**src/rtl/dmem_arb_pkg.sv**
```systemverilog
// Shared types and constants for the data-memory arbiter.
package dmem_arb_pkg;

    // Arbiter FSM states
    typedef enum logic [1:0] {
        IDLE   = 2'd0,
        ACCESS = 2'd1,
        RESP   = 2'd2,
        ERR    = 2'd3
    } state_e;

    // Requester identifiers
    localparam logic PORT_CPU = 1'b0;
    localparam logic PORT_DMA = 1'b1;

    // Contested CPU wins allowed before the DMA port is forced through
    localparam int STARVE_MAX_DEFAULT = 4;

    // Word accesses only: any nonzero low address bit is an alignment error
    function automatic logic isMisaligned(input logic [1:0] lowBits);
        return lowBits != 2'b00;
    endfunction

endpackage

```
**src/rtl/dmem_arb_fairness.sv**
```systemverilog
// Winner selection between the CPU and DMA ports with a bounded-starvation
// counter. The CPU is preferred, but after STARVE_MAX contested CPU wins the
// DMA port takes the next grant.
module dmem_arb_fairness
    import dmem_arb_pkg::*;
#(
    parameter int STARVE_MAX = STARVE_MAX_DEFAULT
) (
    input  logic clk,
    input  logic rst_n,
    input  logic cpu_req_i,
    input  logic dma_req_i,
    input  logic grant_en_i,
    output logic winner_o
);

    localparam int CW = (STARVE_MAX < 1) ? 1 : $clog2(STARVE_MAX + 1);

    logic [CW-1:0] starve_q;
    logic [CW-1:0] starve_d;
    logic          contested;
    logic          starveLimit;

    assign contested   = cpu_req_i & dma_req_i;
    assign starveLimit = (starve_q >= CW'(STARVE_MAX));

    // Pick the winner: CPU alone, or CPU in a contest while under the limit
    always_comb begin
        winner_o = PORT_CPU;
        if (dma_req_i && !(cpu_req_i && !starveLimit)) begin
            winner_o = PORT_DMA;
        end
    end

    // Count contested CPU wins, saturating, and clear on every DMA grant
    always_comb begin
        starve_d = starve_q;
        if (grant_en_i) begin
            if (winner_o == PORT_DMA) begin
                starve_d = '0;
            end else if (contested && !starveLimit) begin
                starve_d = starve_q + CW'(1);
            end
        end
    end

    // Starvation counter register
    always_ff @(posedge clk or negedge rst_n) begin
        if (!rst_n) begin
            starve_q <= '0;
        end else begin
            starve_q <= starve_d;
        end
    end

endmodule

```
**src/rtl/dmem_arbiter.sv**
```systemverilog
// Two-port (CPU/DMA) arbiter in front of a single-ported data memory.
// Each access runs IDLE -> ACCESS -> RESP (or IDLE -> ERR for misaligned
// addresses); the acknowledge and read data are registered and appear in the
// cycle after the FSM leaves RESP/ERR, while the FSM is already back in IDLE
// and can accept the next request.
module dmem_arbiter
    import dmem_arb_pkg::*;
#(
    parameter int AW         = 32,
    parameter int DW         = 32,
    parameter int STARVE_MAX = STARVE_MAX_DEFAULT
) (
    input  logic          clk,
    input  logic          rst_n,
    input  logic          cpu_req,
    input  logic          cpu_we,
    input  logic [AW-1:0] cpu_addr,
    input  logic [DW-1:0] cpu_wdata,
    output logic          cpu_ack,
    output logic          cpu_err,
    input  logic          dma_req,
    input  logic          dma_we,
    input  logic [AW-1:0] dma_addr,
    input  logic [DW-1:0] dma_wdata,
    output logic          dma_ack,
    output logic          dma_err,
    output logic [DW-1:0] rdata,
    output logic          ReadMem,
    output logic          WriteMem,
    output logic [AW-1:0] Addr,
    output logic [DW-1:0] Data_i,
    input  logic [DW-1:0] Data,
    output logic          gnt_dma,
    output logic          busy
);

    state_e        state_q, state_d;
    logic          owner_q, owner_d;
    logic          we_q, we_d;
    logic [AW-1:0] addr_q, addr_d;
    logic [DW-1:0] wdata_q, wdata_d;
    logic [DW-1:0] rdata_q, rdata_d;
    logic          cpu_ack_q, cpu_ack_d;
    logic          dma_ack_q, dma_ack_d;
    logic          cpu_err_q, cpu_err_d;
    logic          dma_err_q, dma_err_d;

    logic          grantEn;
    logic          winner;
    logic          selWe;
    logic [AW-1:0] selAddr;
    logic [DW-1:0] selWdata;

    dmem_arb_fairness #(
        .STARVE_MAX(STARVE_MAX)
    ) u_fairness (
        .clk       (clk),
        .rst_n     (rst_n),
        .cpu_req_i (cpu_req),
        .dma_req_i (dma_req),
        .grant_en_i(grantEn),
        .winner_o  (winner)
    );

    // Route the winning port's payload towards the IDLE latches
    always_comb begin
        selWe    = cpu_we;
        selAddr  = cpu_addr;
        selWdata = cpu_wdata;
        if (winner == PORT_DMA) begin
            selWe    = dma_we;
            selAddr  = dma_addr;
            selWdata = dma_wdata;
        end
    end

    // FSM next state, payload latching, read capture and ack/err generation
    always_comb begin
        state_d   = state_q;
        owner_d   = owner_q;
        we_d      = we_q;
        addr_d    = addr_q;
        wdata_d   = wdata_q;
        rdata_d   = rdata_q;
        cpu_ack_d = 1'b0;
        dma_ack_d = 1'b0;
        cpu_err_d = 1'b0;
        dma_err_d = 1'b0;
        grantEn   = 1'b0;
        case (state_q)
            IDLE: begin
                if (cpu_req || dma_req) begin
                    grantEn = 1'b1;
                    owner_d = winner;
                    we_d    = selWe;
                    addr_d  = selAddr;
                    wdata_d = selWdata;
                    state_d = isMisaligned(selAddr[1:0]) ? ERR : ACCESS;
                end
            end
            ACCESS: begin
                state_d = RESP;
            end
            RESP: begin
                if (!we_q) begin
                    rdata_d = Data;
                end
                cpu_ack_d = (owner_q == PORT_CPU);
                dma_ack_d = (owner_q == PORT_DMA);
                state_d   = IDLE;
            end
            ERR: begin
                cpu_ack_d = (owner_q == PORT_CPU);
                dma_ack_d = (owner_q == PORT_DMA);
                cpu_err_d = (owner_q == PORT_CPU);
                dma_err_d = (owner_q == PORT_DMA);
                state_d   = IDLE;
            end
            default: begin
                state_d = IDLE;
            end
        endcase
    end

    // State, latched payload and registered responses
    always_ff @(posedge clk or negedge rst_n) begin
        if (!rst_n) begin
            state_q   <= IDLE;
            owner_q   <= PORT_CPU;
            we_q      <= 1'b0;
            addr_q    <= '0;
            wdata_q   <= '0;
            rdata_q   <= '0;
            cpu_ack_q <= 1'b0;
            dma_ack_q <= 1'b0;
            cpu_err_q <= 1'b0;
            dma_err_q <= 1'b0;
        end else begin
            state_q   <= state_d;
            owner_q   <= owner_d;
            we_q      <= we_d;
            addr_q    <= addr_d;
            wdata_q   <= wdata_d;
            rdata_q   <= rdata_d;
            cpu_ack_q <= cpu_ack_d;
            dma_ack_q <= dma_ack_d;
            cpu_err_q <= cpu_err_d;
            dma_err_q <= dma_err_d;
        end
    end

    // Strobes decode straight from the state so reset drops them at once
    always_comb begin
        ReadMem  = (state_q == ACCESS) && !we_q;
        WriteMem = (state_q == ACCESS) && we_q;
        busy     = (state_q != IDLE);
        gnt_dma  = (state_q != IDLE) && (owner_q == PORT_DMA);
    end

    assign Addr    = addr_q;
    assign Data_i  = wdata_q;
    assign rdata   = rdata_q;
    assign cpu_ack = cpu_ack_q;
    assign dma_ack = dma_ack_q;
    assign cpu_err = cpu_err_q;
    assign dma_err = dma_err_q;

endmodule
```
**config.mk**
```make
export PLATFORM = sky130hd
export DESIGN_NAME = dmem_arbiter
export DESIGN_NICKNAME = d
export VERILOG_FILES = /design/src/rtl/dmem_arb_pkg.sv /design/src/rtl/dmem_arb_fairness.sv /design/src/rtl/dmem_arbiter.sv
export SDC_FILE = /design/constraint.sdc
export NUM_CORES = 1
export LEC_CHECK = 0
export ABC_AREA = 1
export ABC_CLOCK_PERIOD_IN_PS = 1480
export CORE_AREA = 5 5 103 105
export CTS_CLUSTER_DIAMETER = 40
export DETAILED_ROUTE_END_ITERATION = 12
export DIE_AREA = 0 0 108 110
export DONT_BUFFER_PORTS = 1
export HOLD_SLACK_MARGIN = 0.03
export PLACE_DENSITY = 0.66
export SLEW_MARGIN = 25
export SYNTH_ARGS = -nofsm -noshare
export SYNTH_HDL_FRONTEND = slang
export SYNTH_SLANG_ARGS = --single-unit
```
**constraint.sdc**
```tcl
create_clock -name clk -period 1.48 [get_ports clk]
set_clock_uncertainty 0.05 [all_clocks]
set_input_delay 0.222 -clock clk [delete_from_list [all_inputs] [get_ports clk]]
set_output_delay 0.222 -clock clk [all_outputs]
set_load 0.01 [all_outputs]
```
==> out/qor.yml, run 1 <==
start_util_pct: 48.5
status: "aborted with a tool error"
clock-sinks: 107
io_pins: 270
ys_top_cells_by_count: "a21oi_1, nand2_1, dfrtp_1, nor2_1, inv_1"
place_congestion: 0.822
die_h_um: 110
hpwl_mm: 9.18
dp.cells: 654
avgSynthCellArea_sq_um: 8.51
cts_setup_buffers: 2
die_w_um: 108
synth_cells: 544
lastStage: "clock tree synthesis"
ys.flop_type: "dfrtp_1"
synth-seq-cells: 107
synth.distinct_cells: 20
cts_resized: 6
yosys_warnings: 0
synth_edf_count: 0
rows: 36
cts_buffers: 9
cts_htree_levels: 3
io_buffers: 0
cts_hold_buf: 135
clock_path_buffers: 2
synth_top_area_cell: "dfrtp_1"
syn_nets: 712
yosysMostFrequentCell: "a21oi_1"
synth.cell_area_sq_um: 4630
cts_root_buf: "clkbuf_8"
netlist.area_leader.share_pct: 57.8
ys_async_sr_fraction_pct: 100
synthTopCellsByArea: "dfrtp_1, a21oi_1, nand2_1"
ys_seq_area_share_pct: 57.8
stop_error: "[ERROR RSZ-0060] Max buffer count reached."
-- through the flow --
step / hold slack (ns) / instance area (sq um) / worst slack, ns
floorplan: -0.124 / 4630 / 0.211
global placement: -0.121 / 4770 / 0.158
detailed placement: -0.121 / 4770 / 0.110
-- logic make-up after synthesis --
logic type | Yosys count | synth area share, %
simple gates | 190 | 15.9
compound gates | 164 | 17.8
fa+ha+maj | 2 | 0.540
flops | 107 | 57.8
buf+inv | 81 | 7.89
==> run 2, diff against run 1 <==
CORE_AREA = 5 5 114 116   (was 5 5 103 105)
CTS_CLUSTER_DIAMETER = unset   (was 40)
DIE_AREA = 0 0 119 121   (was 0 0 108 110)
HOLD_SLACK_MARGIN = unset   (was 0.03)
PLACE_DENSITY = unset   (was 0.66)
PLACE_DENSITY_LB_ADDON = 0.15   (was unset)
==> run 2 against run 1 <==
The flow now finishes, with violations (negative hold slack). Area after synthesis unchanged. Synthesized cell count is the same.
==> out/qor.yml, run 2 <==
hold_violations: 107
max_cap_viol_count: 0
synth_top_area_cell: "dfrtp_1"
post-route-period-util_pct: 96.4
start_util_pct: 39.2  # -9.3 points
rsz0062_at_grt: "yes"
cts_tree: "built"
cts_buffers: 9  # unchanged
path_class: "reg2out"
hold_class: "in2async"
wire_per_inst_um: 18.2
slew_headroom_pct: 80.5
synth.cell_area_sq_um: 4630  # unchanged
busiest_layer: "met2"
holdWs_ns: -0.482
ys_top_cells_by_count: "a21oi_1, nand2_1, dfrtp_1, nor2_1, inv_1"
power_w: 0.0127
end_kind: "primary output"
cp.arrival_ns: 1.15
io_buffers: 0  # unchanged
n_fill_cell: 1059
grtUsageMet2_pct: 31.8
ys_seq_area_share_pct: 57.8  # unchanged
worstPathMaxFanout: 4
layout_common_cells: "a21oi_1, nand2_1, dfrtp_1"
seq_area_sq_um: 2680
dp.cells: 669  # +2.3%
drt-initial-drc-count: 256
required_ns: 1.21
ant_nets: 0
final_nets: 797
gr-usage-met3_pct: 8.02
cts_htree_levels: 3  # unchanged
synthTopCellsByArea: "dfrtp_1, a21oi_1, nand2_1"
worst_setup_path_start_kind: "flip-flop"
grt_pass1_vias: 4169
die_area_sq_um: 14400
gr-usage-met1_pct: 21.7
layout-drive-gt1-share_pct: 6.62
netlist.area_leader.share_pct: 57.8  # unchanged
syn_nets: 712  # unchanged
synth_cells: 544  # unchanged
clock_path_buffers: 2  # unchanged
ys.flop_type: "dfrtp_1"
final_common_cell: "a21oi_1"
setup-violations-final: 0
drv_slew: 0
rows: 40  # +11%
worst_pin_slew_ns: 0.292
antenna_found_initial: 1
synth_edf_count: 0  # unchanged
vias: 4079
synth.distinct_cells: 20  # unchanged
final.min_clock_period_ns: 1.43
yosysMostFrequentCell: "a21oi_1"
multi_input_area_sq_um: 1620
clock-sinks: 107  # unchanged
viasPerCell: 5.22
core_sq_um: 11800
io_pins: 270  # unchanged
yosys_warnings: 0  # unchanged
synth-seq-cells: 107  # unchanged
drc: 0
grt_first_pass_wirelength_mm: 22.0
clkTransAtPathRegs_ns: 0.07
violations: "negative hold slack"
p_per_area_nw_per_um2: 2060
grt_remaining_overflow: 0
clk-insertion-delay-late_ns: 0.34
place_congestion: 0.797  # -3.1%
ys_async_sr_fraction_pct: 100  # unchanged
stdcell_count: 781
dr.pass1.iters: 4
routed_wl_mm: 14.2
hpwl_mm: 9.64  # +5.0%
peakVddDrop_uv: 905
cts_hold_buf: 94  # -30%
status: "complete, but fails checks"
die_h_um: 121  # +10%
cts_root_buf: "clkbuf_16"
grt_max_degree: 108
leakage_nw: 2.79
avgSynthCellArea_sq_um: 8.51  # unchanged
die_w_um: 119  # +10%
synthToLayoutAreaGrowth_pct: 33.1
grtUsageTotal_pct: 19.2
antennaDiodeCount: 0
fmax_mhz: 701
## run 2: cell counts after synthesis
Identical to the previous run, type by type.
## run 2: repair_timing
action                                  4_1_cts  5_1_grt
cloned                                        0        1
endpoints found under the setup margin        3       22
gates resized for setup                       7        5
pin swaps                                     1        2
buffers inserted                              1        0
hold endpoints to repair                    201      107
## run 2: area by class of cell
type / instances / area share [%]
clock buffers: 11 / 4.10
flip-flops and latches: 107 / 43.5
well taps: 147 / 2.98
inverters: 48 / 2.92
repair buffers: 107 / 18.9
multi-input cells: 356 / 26.3
clock inverters: 5 / 1.36
## run 2: final timing paths
path,startpoint,slack [ns],cells past startpoint,end
max reg2reg,state_q[0],0.08,6,Addr[19]
max in group asynchronous,rst_n,1.71,0,Data_i[6]
min,rst_n,-0.48,0,rdata[30]
min in group clk,dma_wdata[8],0.01,2,Data_i[8]
min reg2reg,owner_q,0.46,1,cpu_ack
max,state_q[0],0.05,3,busy
## run 2: per-stage QoR
| step | cell area, sq um | util [%] | setup TNS (ns) | worst slack, ns |
|---|---|---|---|---|
| after floorplan | 4630 | - | 0 | 0.211 |
| after global placement | 4820 | 40.8 | 0 | 0.146 |
| after detailed placement | 4820 | 40.8 | 0 | 0.0799 |
| after CTS | 6120 | 51.8 | 0 | 0.0200 |
| after global routing | 6160 | 52.2 | -0.00344 | -0.00344 |
| final | 6160 | 52.2 | 0 | 0.0532 |
## run 2: critical path, stage by stage (launching register included)
cell and delay (ns):
dfrtp_1 0.43, nor2_4 0.19, inv_2 0.06, buf_6 0.12
## run 2: metal layers
| metal | part of all wire, % | vias up |
|---|---|---|
| li1 | - | 1909 |
| met1 | 37 | 1903 |
| met2 | 49 | 237 |
| met3 | 11 | 28 |
| met4 | 2.6 | 2 |
| met5 | 0.091 | - |
## run 2: logic make-up after synthesis
group | after synthesis | synth area share, %
AND/OR/NAND/NOR | 190 | 15.9
AO/OA/AOI/OAI | 164 | 17.8
flip-flops | 107 | 57.8
buffers and inverters | 81 | 7.89
adder cells (fa/ha/maj) | 2 | 0.540
## run 2: power by group
part	switching [W]	internal, W	leakage, nW
clock network	0.00106	0.00158	0.158
logic	0.00227	0.00159	1.39
registers	0.00182	0.00439	1.25
total	0.00515	0.00756	2.79
Power figures use the tool's default switching activity.
